File: src/rtl/lcd_ctrl_pkg.sv
// rtl/lcd_ctrl_pkg.sv - shared FSM states and constants for the LCD pattern scheduler
package lcd_ctrl_pkg;

   typedef enum logic [1:0] {
      ST_IDLE   = 2'd0,
      ST_ARMED  = 2'd1,
      ST_COMMIT = 2'd2
   } sched_state_t;

   localparam int         MODE_W    = 3;
   localparam logic [5:0] LED_RESET = 6'b111110;

   // One LED lit (driven low) per mode
   function automatic logic [5:0] led_for_mode(input logic [MODE_W-1:0] sel);
      led_for_mode = ~(6'b000001 << sel);
   endfunction

endpackage

File: src/rtl/btn_debounce.sv
// rtl/btn_debounce.sv - push-button synchronizer and debouncer, one-cycle press event on 1->0
module btn_debounce
   import lcd_ctrl_pkg::*;
#(
   parameter int DEBOUNCE_CYCLES = 540000
) (
   input  logic CLK_27M,
   input  logic Reset_Button,
   input  logic btn_n,
   output logic press
);

   localparam int             CNT_W    = (DEBOUNCE_CYCLES > 1) ? $clog2(DEBOUNCE_CYCLES) : 1;
   localparam logic [CNT_W-1:0] CNT_LAST = CNT_W'(DEBOUNCE_CYCLES - 1);

   logic             sync1_q, sync1_d;
   logic             sync2_q, sync2_d;
   logic             stable_q, stable_d;
   logic [CNT_W-1:0] cnt_q, cnt_d;
   logic             press_q, press_d;

   always_comb begin
      sync1_d  = btn_n;
      sync2_d  = sync1_q;
      stable_d = stable_q;
      cnt_d    = cnt_q;
      press_d  = 1'b0;
      if (sync2_q == stable_q) begin
         cnt_d = '0;
      end else if (cnt_q == CNT_LAST) begin
         stable_d = sync2_q;
         cnt_d    = '0;
         press_d  = stable_q & ~sync2_q;
      end else begin
         cnt_d = cnt_q + CNT_W'(1);
      end
   end

   always_ff @(posedge CLK_27M or negedge Reset_Button) begin
      if (!Reset_Button) begin
         sync1_q  <= 1'b1;
         sync2_q  <= 1'b1;
         stable_q <= 1'b1;
         cnt_q    <= '0;
         press_q  <= 1'b0;
      end else begin
         sync1_q  <= sync1_d;
         sync2_q  <= sync2_d;
         stable_q <= stable_d;
         cnt_q    <= cnt_d;
         press_q  <= press_d;
      end
   end

   assign press = press_q;

endmodule

File: src/rtl/lcd_pattern_scheduler.sv
// rtl/lcd_pattern_scheduler.sv - button-driven test pattern selector committing on frame boundaries
// Optional automatic advance every AUTO_FRAMES frames: define LCD_AUTO_CYCLE_EN.
module lcd_pattern_scheduler
   import lcd_ctrl_pkg::*;
#(
   parameter int DEBOUNCE_CYCLES = 540000,
   parameter int NUM_MODES       = 4,
   parameter int AUTO_FRAMES     = 120
) (
   input  logic       CLK_27M,
   input  logic       Reset_Button,
   input  logic       User_Button,
   input  logic       LCD_VSYNC,
   output logic [2:0] pattern_sel,
   output logic       pattern_upd,
   output logic       busy,
   output logic [5:0] LED
);

   localparam logic [MODE_W-1:0] LAST_MODE = MODE_W'(NUM_MODES - 1);

   if (NUM_MODES < 2 || NUM_MODES > 6 || AUTO_FRAMES < 1) begin : g_bad_params
      $error("lcd_pattern_scheduler: NUM_MODES must be 2..6 and AUTO_FRAMES >= 1");
   end

   logic press;

   btn_debounce #(
      .DEBOUNCE_CYCLES (DEBOUNCE_CYCLES)
   ) u_btn_debounce (
      .CLK_27M      (CLK_27M),
      .Reset_Button (Reset_Button),
      .btn_n        (User_Button),
      .press        (press)
   );

   logic vs_sync1_q, vs_sync1_d;
   logic vs_sync2_q, vs_sync2_d;
   logic vs_prev_q, vs_prev_d;
   logic frame_evt;

   sched_state_t      state_q, state_d;
   logic [MODE_W-1:0] sel_q, sel_d;
   logic              upd_q, upd_d;
   logic              busy_q, busy_d;
   logic [5:0]        led_q, led_d;
   logic [MODE_W-1:0] next_sel;

`ifdef LCD_AUTO_CYCLE_EN
   localparam int                FR_W      = $clog2(AUTO_FRAMES + 1);
   localparam logic [FR_W-1:0]   FR_LAST   = FR_W'(AUTO_FRAMES - 1);
   logic [FR_W-1:0]              frame_cnt_q, frame_cnt_d;
`endif

   assign frame_evt = vs_prev_q & ~vs_sync2_q;
   assign next_sel  = (sel_q == LAST_MODE) ? '0 : sel_q + MODE_W'(1);

   always_comb begin
      vs_sync1_d = LCD_VSYNC;
      vs_sync2_d = vs_sync1_q;
      vs_prev_d  = vs_sync2_q;
      state_d    = state_q;
      sel_d      = sel_q;
      upd_d      = 1'b0;
`ifdef LCD_AUTO_CYCLE_EN
      frame_cnt_d = frame_cnt_q;
`endif
      unique case (state_q)
         // A press wins over a simultaneous frame event; that frame is not the commit frame
         ST_IDLE: begin
            if (press) begin
               state_d = ST_ARMED;
`ifdef LCD_AUTO_CYCLE_EN
               frame_cnt_d = '0;
            end else if (frame_evt) begin
               if (frame_cnt_q == FR_LAST) begin
                  state_d = ST_COMMIT;
               end else begin
                  frame_cnt_d = frame_cnt_q + FR_W'(1);
               end
`endif
            end
         end
         ST_ARMED: begin
            if (frame_evt) begin
               state_d = ST_COMMIT;
            end
         end
         ST_COMMIT: begin
            state_d = ST_IDLE;
         end
         default: begin
            state_d = ST_IDLE;
         end
      endcase
      if (state_d == ST_COMMIT) begin
         sel_d = next_sel;
         upd_d = 1'b1;
`ifdef LCD_AUTO_CYCLE_EN
         frame_cnt_d = '0;
`endif
      end
      busy_d = (state_d == ST_ARMED);
      led_d  = led_for_mode(sel_d);
   end

   always_ff @(posedge CLK_27M or negedge Reset_Button) begin
      if (!Reset_Button) begin
         vs_sync1_q <= 1'b1;
         vs_sync2_q <= 1'b1;
         vs_prev_q  <= 1'b1;
         state_q    <= ST_IDLE;
         sel_q      <= '0;
         upd_q      <= 1'b0;
         busy_q     <= 1'b0;
         led_q      <= LED_RESET;
`ifdef LCD_AUTO_CYCLE_EN
         frame_cnt_q <= '0;
`endif
      end else begin
         vs_sync1_q <= vs_sync1_d;
         vs_sync2_q <= vs_sync2_d;
         vs_prev_q  <= vs_prev_d;
         state_q    <= state_d;
         sel_q      <= sel_d;
         upd_q      <= upd_d;
         busy_q     <= busy_d;
         led_q      <= led_d;
`ifdef LCD_AUTO_CYCLE_EN
         frame_cnt_q <= frame_cnt_d;
`endif
      end
   end

   assign pattern_sel = sel_q;
   assign pattern_upd = upd_q;
   assign busy        = busy_q;
   assign LED         = led_q;

endmodule

File: config.mk
export PLATFORM = sky130hd
export DESIGN_NAME = lcd_pattern_scheduler
export DESIGN_NICKNAME = d
export VERILOG_FILES = /design/src/rtl/lcd_ctrl_pkg.sv /design/src/rtl/btn_debounce.sv /design/src/rtl/lcd_pattern_scheduler.sv
export SDC_FILE = /design/constraint.sdc
export NUM_CORES = 1
export LEC_CHECK = 0
export CORE_MARGIN = 4
export CORE_UTILIZATION = 52
export CTS_CLUSTER_SIZE = 12
export DETAILED_ROUTE_END_ITERATION = 6
export PLACE_DENSITY = 0.73
export REMOVE_ABC_BUFFERS = 1
export SLEW_MARGIN = 25
export SYNTH_ARGS = -nofsm -noshare
export SYNTH_HDL_FRONTEND = slang
export SYNTH_SLANG_ARGS = --single-unit
File: constraint.sdc
create_clock -name CLK_27M -period 2.4 [get_ports CLK_27M]
set_clock_uncertainty 0.05 [all_clocks]
set_input_delay 0.48 -clock CLK_27M [delete_from_list [all_inputs] [get_ports CLK_27M]]
set_output_delay 0.48 -clock CLK_27M [all_outputs]
set_load 0.05 [all_outputs]
==> impl_metrics.sql <==
INSERT INTO impl_metrics (metric_group, metric, value, unit) VALUES
('worst_setup_path', 'max_fanout_on_critical_path', '1', ''),
('floorplanning', 'chipWidth', '65.5', 'um'),
('logic_synthesis', 'ys_warn_count', '0', ''),
('grt', 'antenna_found_initial', '0', ''),
('worst_setup_path', 'worstReg2RegEnd', 'u_btn_debounce.cnt_q[17]$_DFF_PN0_', ''),
('logic_synthesis', 'synth_async_sr_flop_share', '100', '%'),
('layout', 'utilization_after_layout', '64.1', '%'),
('cts', 'clockRootBuffer', 'clkbuf_4', ''),
('logic_synthesis', 'number_of_enable_type_register_cells_in_the_synthesized_netlist', '0', ''),
('cts', 'post-cts-setup-buffer-count', '0', ''),
('cts', 'cts_hold_buf', '0', ''),
('worst_setup_path', 'critical_path.startpoint', 'LED[2]$_DFF_PN1_', ''),
('grt', 'grt_pass1_vias', '1176', ''),
('worst_setup_path', 'worstSetupEndpointType', 'output port', ''),
('timing', 'clock.fmax', '453', 'MHz'),
('floorplanning', 'coreArea', '0.00310', 'sq mm'),
('pwr', 'powerDensity', '583', 'mW/mm^2'),
('pwr', 'seq_power_share', '59.8', '%'),
('logic_synthesis', 'syn_area_per_cell', '11.0', 'sq um'),
('timing', 'timing.final.hold_violations', '0', ''),
('pwr', 'internal_power', '0.000914', 'W'),
('detailed_routing', 'post-route-drc-count', '0', ''),
('logic_synthesis', 'post_synth_instance_area', '0.00172', 'sq mm'),
('floorplanning', 'num_rows', '20', ''),
('cts', 'clk_pin_slew', '120', 'ps'),
('logic_synthesis', 'yosys_top_cell_area_share', '42.3', '%'),
('pwr', 'power.clock.fraction', '37.4', '%'),
('layout', 'flow.area_growth_from_synthesis', '15.9', '%'),
('timing', 'layout_worst_path_cycle_share', '92.0', '%'),
('cts', 'maximum_count_of_clock_buffers_along_a_single_path', '2', ''),
('logic_synthesis', 'area_contributors_post_synth', 'dfrtp_1 42%, dfstp_2 17%, xnor2_1 5.6%', ''),
('worst_setup_path', 'worst_path_max_delay_cell', 'clkdlybuf4s50_1', ''),
('detailed_routing', 'antenna_violating_nets_post_route', '0', ''),
('worst_setup_path', 'path_cells', 'clkdlybuf4s50_1', ''),
('layout', 'final_nets', '184', ''),
('grt', 'grt_start_max_net_pins', '41', ''),
('logic_synthesis', 'synthDistinctLibCells', '31', ''),
('grt', 'grt_remaining_overflow', '0', ''),
('pwr', 'max-vdd-ir-drop', '0.555', 'mV'),
('place', 'port_buffers', '14', ''),
('place', 'post-place-ws', '401', 'ps'),
('logic_synthesis', 'yosys-top-cells-count', '29 x dfrtp_1, 20 x nor2_1, 12 x nand2_1, 11 x dfstp_2, 11 x xnor2_1', ''),
('floorplanning', 'floorplan.die_area', '0.00428', 'sq mm'),
('timing', 'rsz0062_at_grt', 'false', ''),
('worst_setup_path', 'critPathCapture', 'LED[2]', ''),
('logic_synthesis', 'synth_top_area_cell', 'dfrtp_1', ''),
('worst_setup_path', 'critical_path.startpoint_type', 'register', ''),
('cts', 'tritoncts', 'yes', ''),
('timing', 'worst_pin_slew', '836', 'ps'),
('detailed_routing', 'firstDrtPassIters', '4', ''),
('cts', 'clkLatencyLatePin', '350', 'ps'),
('pwr', 'p_comb_share', '2.8', '%'),
('pwr', 'net_switching_power_figure', '0.000245', 'W'),
('timing', 'setup_viol', '0', ''),
('worst_setup_path', 'cp.depth', '1', ''),
('layout', 'num_antenna_cells', '0', ''),
('timing', 'post-route-worst-setup-slack', '192', 'ps'),
('timing', 'timing_max_transition_violations_final', '0', ''),
('place', 'globalplace.congestion', '0.819', ''),
('detailed_routing', 'drt-total-wl', '2950', 'um'),
('detailed_routing', 'drt-vias-per-instance', '5.39', ''),
('worst_setup_path', 'worstSetupPathType', 'register to output port', ''),
('worst_setup_path', 'crit_required', '1870', 'ps'),
('status', 'outcome', 'finished, final reports clean', ''),
('logic_synthesis', 'top_count_cell_post_synth', 'dfrtp_1', ''),
('hold_path', 'min_path_type', 'input pin to async pin', ''),
('timing', 'final.min_clock_period', '2210', 'ps'),
('detailed_routing', 'first_iter_violations', '53', ''),
('grt', 'grt.total_usage', '16.6', '%'),
('worst_setup_path', 'worst_ep_arrival_time', '1680', 'ps'),
('logic_synthesis', 'synth-seq-area-share', '59.1', '%');
-- power groups by stage --
| stage | Sequential [W] | Combinational [W] | Clock, W |
|---|---|---|---|
| finish | 0.000693 | 0.0000328 | 0.000433 |
| global route | 0.000695 | 0.0000391 | 0.000484 |
| floorplan | 0.000704 | 0.0000130 | 0 |
| CTS | 0.000693 | 0.0000341 | 0.000443 |
| global placement | 0.000705 | 0.0000327 | 0 |
| detailed placement | 0.000705 | 0.0000341 | 0 |
-- sequential cells by signal, indices dropped and copies added, names as in the netlist, 2 cells and up --
signal	count
u_btn_debounce.cnt_q	20
state_q	2
LED	6
pattern_sel	3
-- worst min-delay path by stage --
stage / slack [ps] / end / cells after the start
finish: 170 / pattern_upd$_DFF_PN0_ / 1
global route: 240 / u_btn_debounce.cnt_q[19]$_DFF_PN0_ / 1
CTS: 200 / u_btn_debounce.cnt_q[4]$_DFF_PN0_ / 1
detailed placement: 300 / vs_prev_d$_DFF_PN1_ / 0
global placement: 300 / vs_prev_d$_DFF_PN1_ / 0
floorplan: 130 / LED[0]$_DFF_PN0_ / 0
-- metal layers --
| metal | track usage [%] | vias to the layer above | share of wire, % |
|---|---|---|---|
| met2 | 24.1 | 19 | 45 |
| met1 | 23.1 | 585 | 49 |
| met3 | 4.44 | 8 | 4.0 |
| met5 | 0 | - | 0 |
| met4 | 7.51 | 0 | 1.8 |
| li1 | - | 579 | - |
-- cell type report --
| cell class | instances | area [sq um] |
|---|---|---|
| clock buffers | 5 | 37.5 |
| clock inverters | 3 | 42.5 |
| fillers | 273 | 1110 |
| inverters | 9 | 33.8 |
| multi-input cells | 104 | 656 |
| flip-flops and latches | 40 | 1010 |
| well taps | 44 | 55.1 |
| repair buffers | 16 | 150 |
-- cells by family (layout without fill, tap and decap cells) --
logic type      count (synthesis)  in the layout  share of synthesized area (%)
simple gates                   68             68                           20.6
flops                          40             40                           59.1
compound gates                 15             15                           5.61
xor+xnor                       13             13                           6.63
buf+inv                        12             33                           2.70
fa+ha+maj                       4              4                           2.92
mux                             4              4                           2.41
-- stage by stage --
stage | instances | hold slack [ps]
floorplan | 153 | 134
global placement | 213 | 296
detailed placement | 213 | 299
CTS | 221 | 197
global route | 221 | 238
finish | 221 | 166
-- placed cells by master (no fill, tap or decap) --
cell / count
nor4_1: 6
xor2_1: 2
o31ai_1: 2
nand3_1: 8
nand3_2: 1
buf_4: 2
or3_1: 2
bufinv_16: 1
nand4_1: 3
buf_2: 1
a21boi_0: 1
nand2_1: 12
or4_1: 3
mux2_2: 1
xnor2_1: 11
mux2i_1: 3
a21oi_1: 7
a311oi_1: 2
o21ai_0: 2
and3b_1: 1
nor4bb_1: 2
nand2b_1: 1
ha_1: 4
o21bai_2: 1
nor2b_1: 1
dfrtp_1: 29
dfstp_2: 11
nor3_1: 5
nor4b_1: 1
clkdlybuf4s50_1: 13
clkinv_2: 1
clkinvlp_4: 1
and4_1: 2
inv_1: 9
clkbuf_4: 5
nor2_1: 20
-- worst reg2reg max path: stages, from the launching register on --
cell	delay [ps]
dfrtp_1	460
nand3_2	160
or4_1	660
or4_1	450
a21oi_1	170
(Power assumes the default switching activity.)
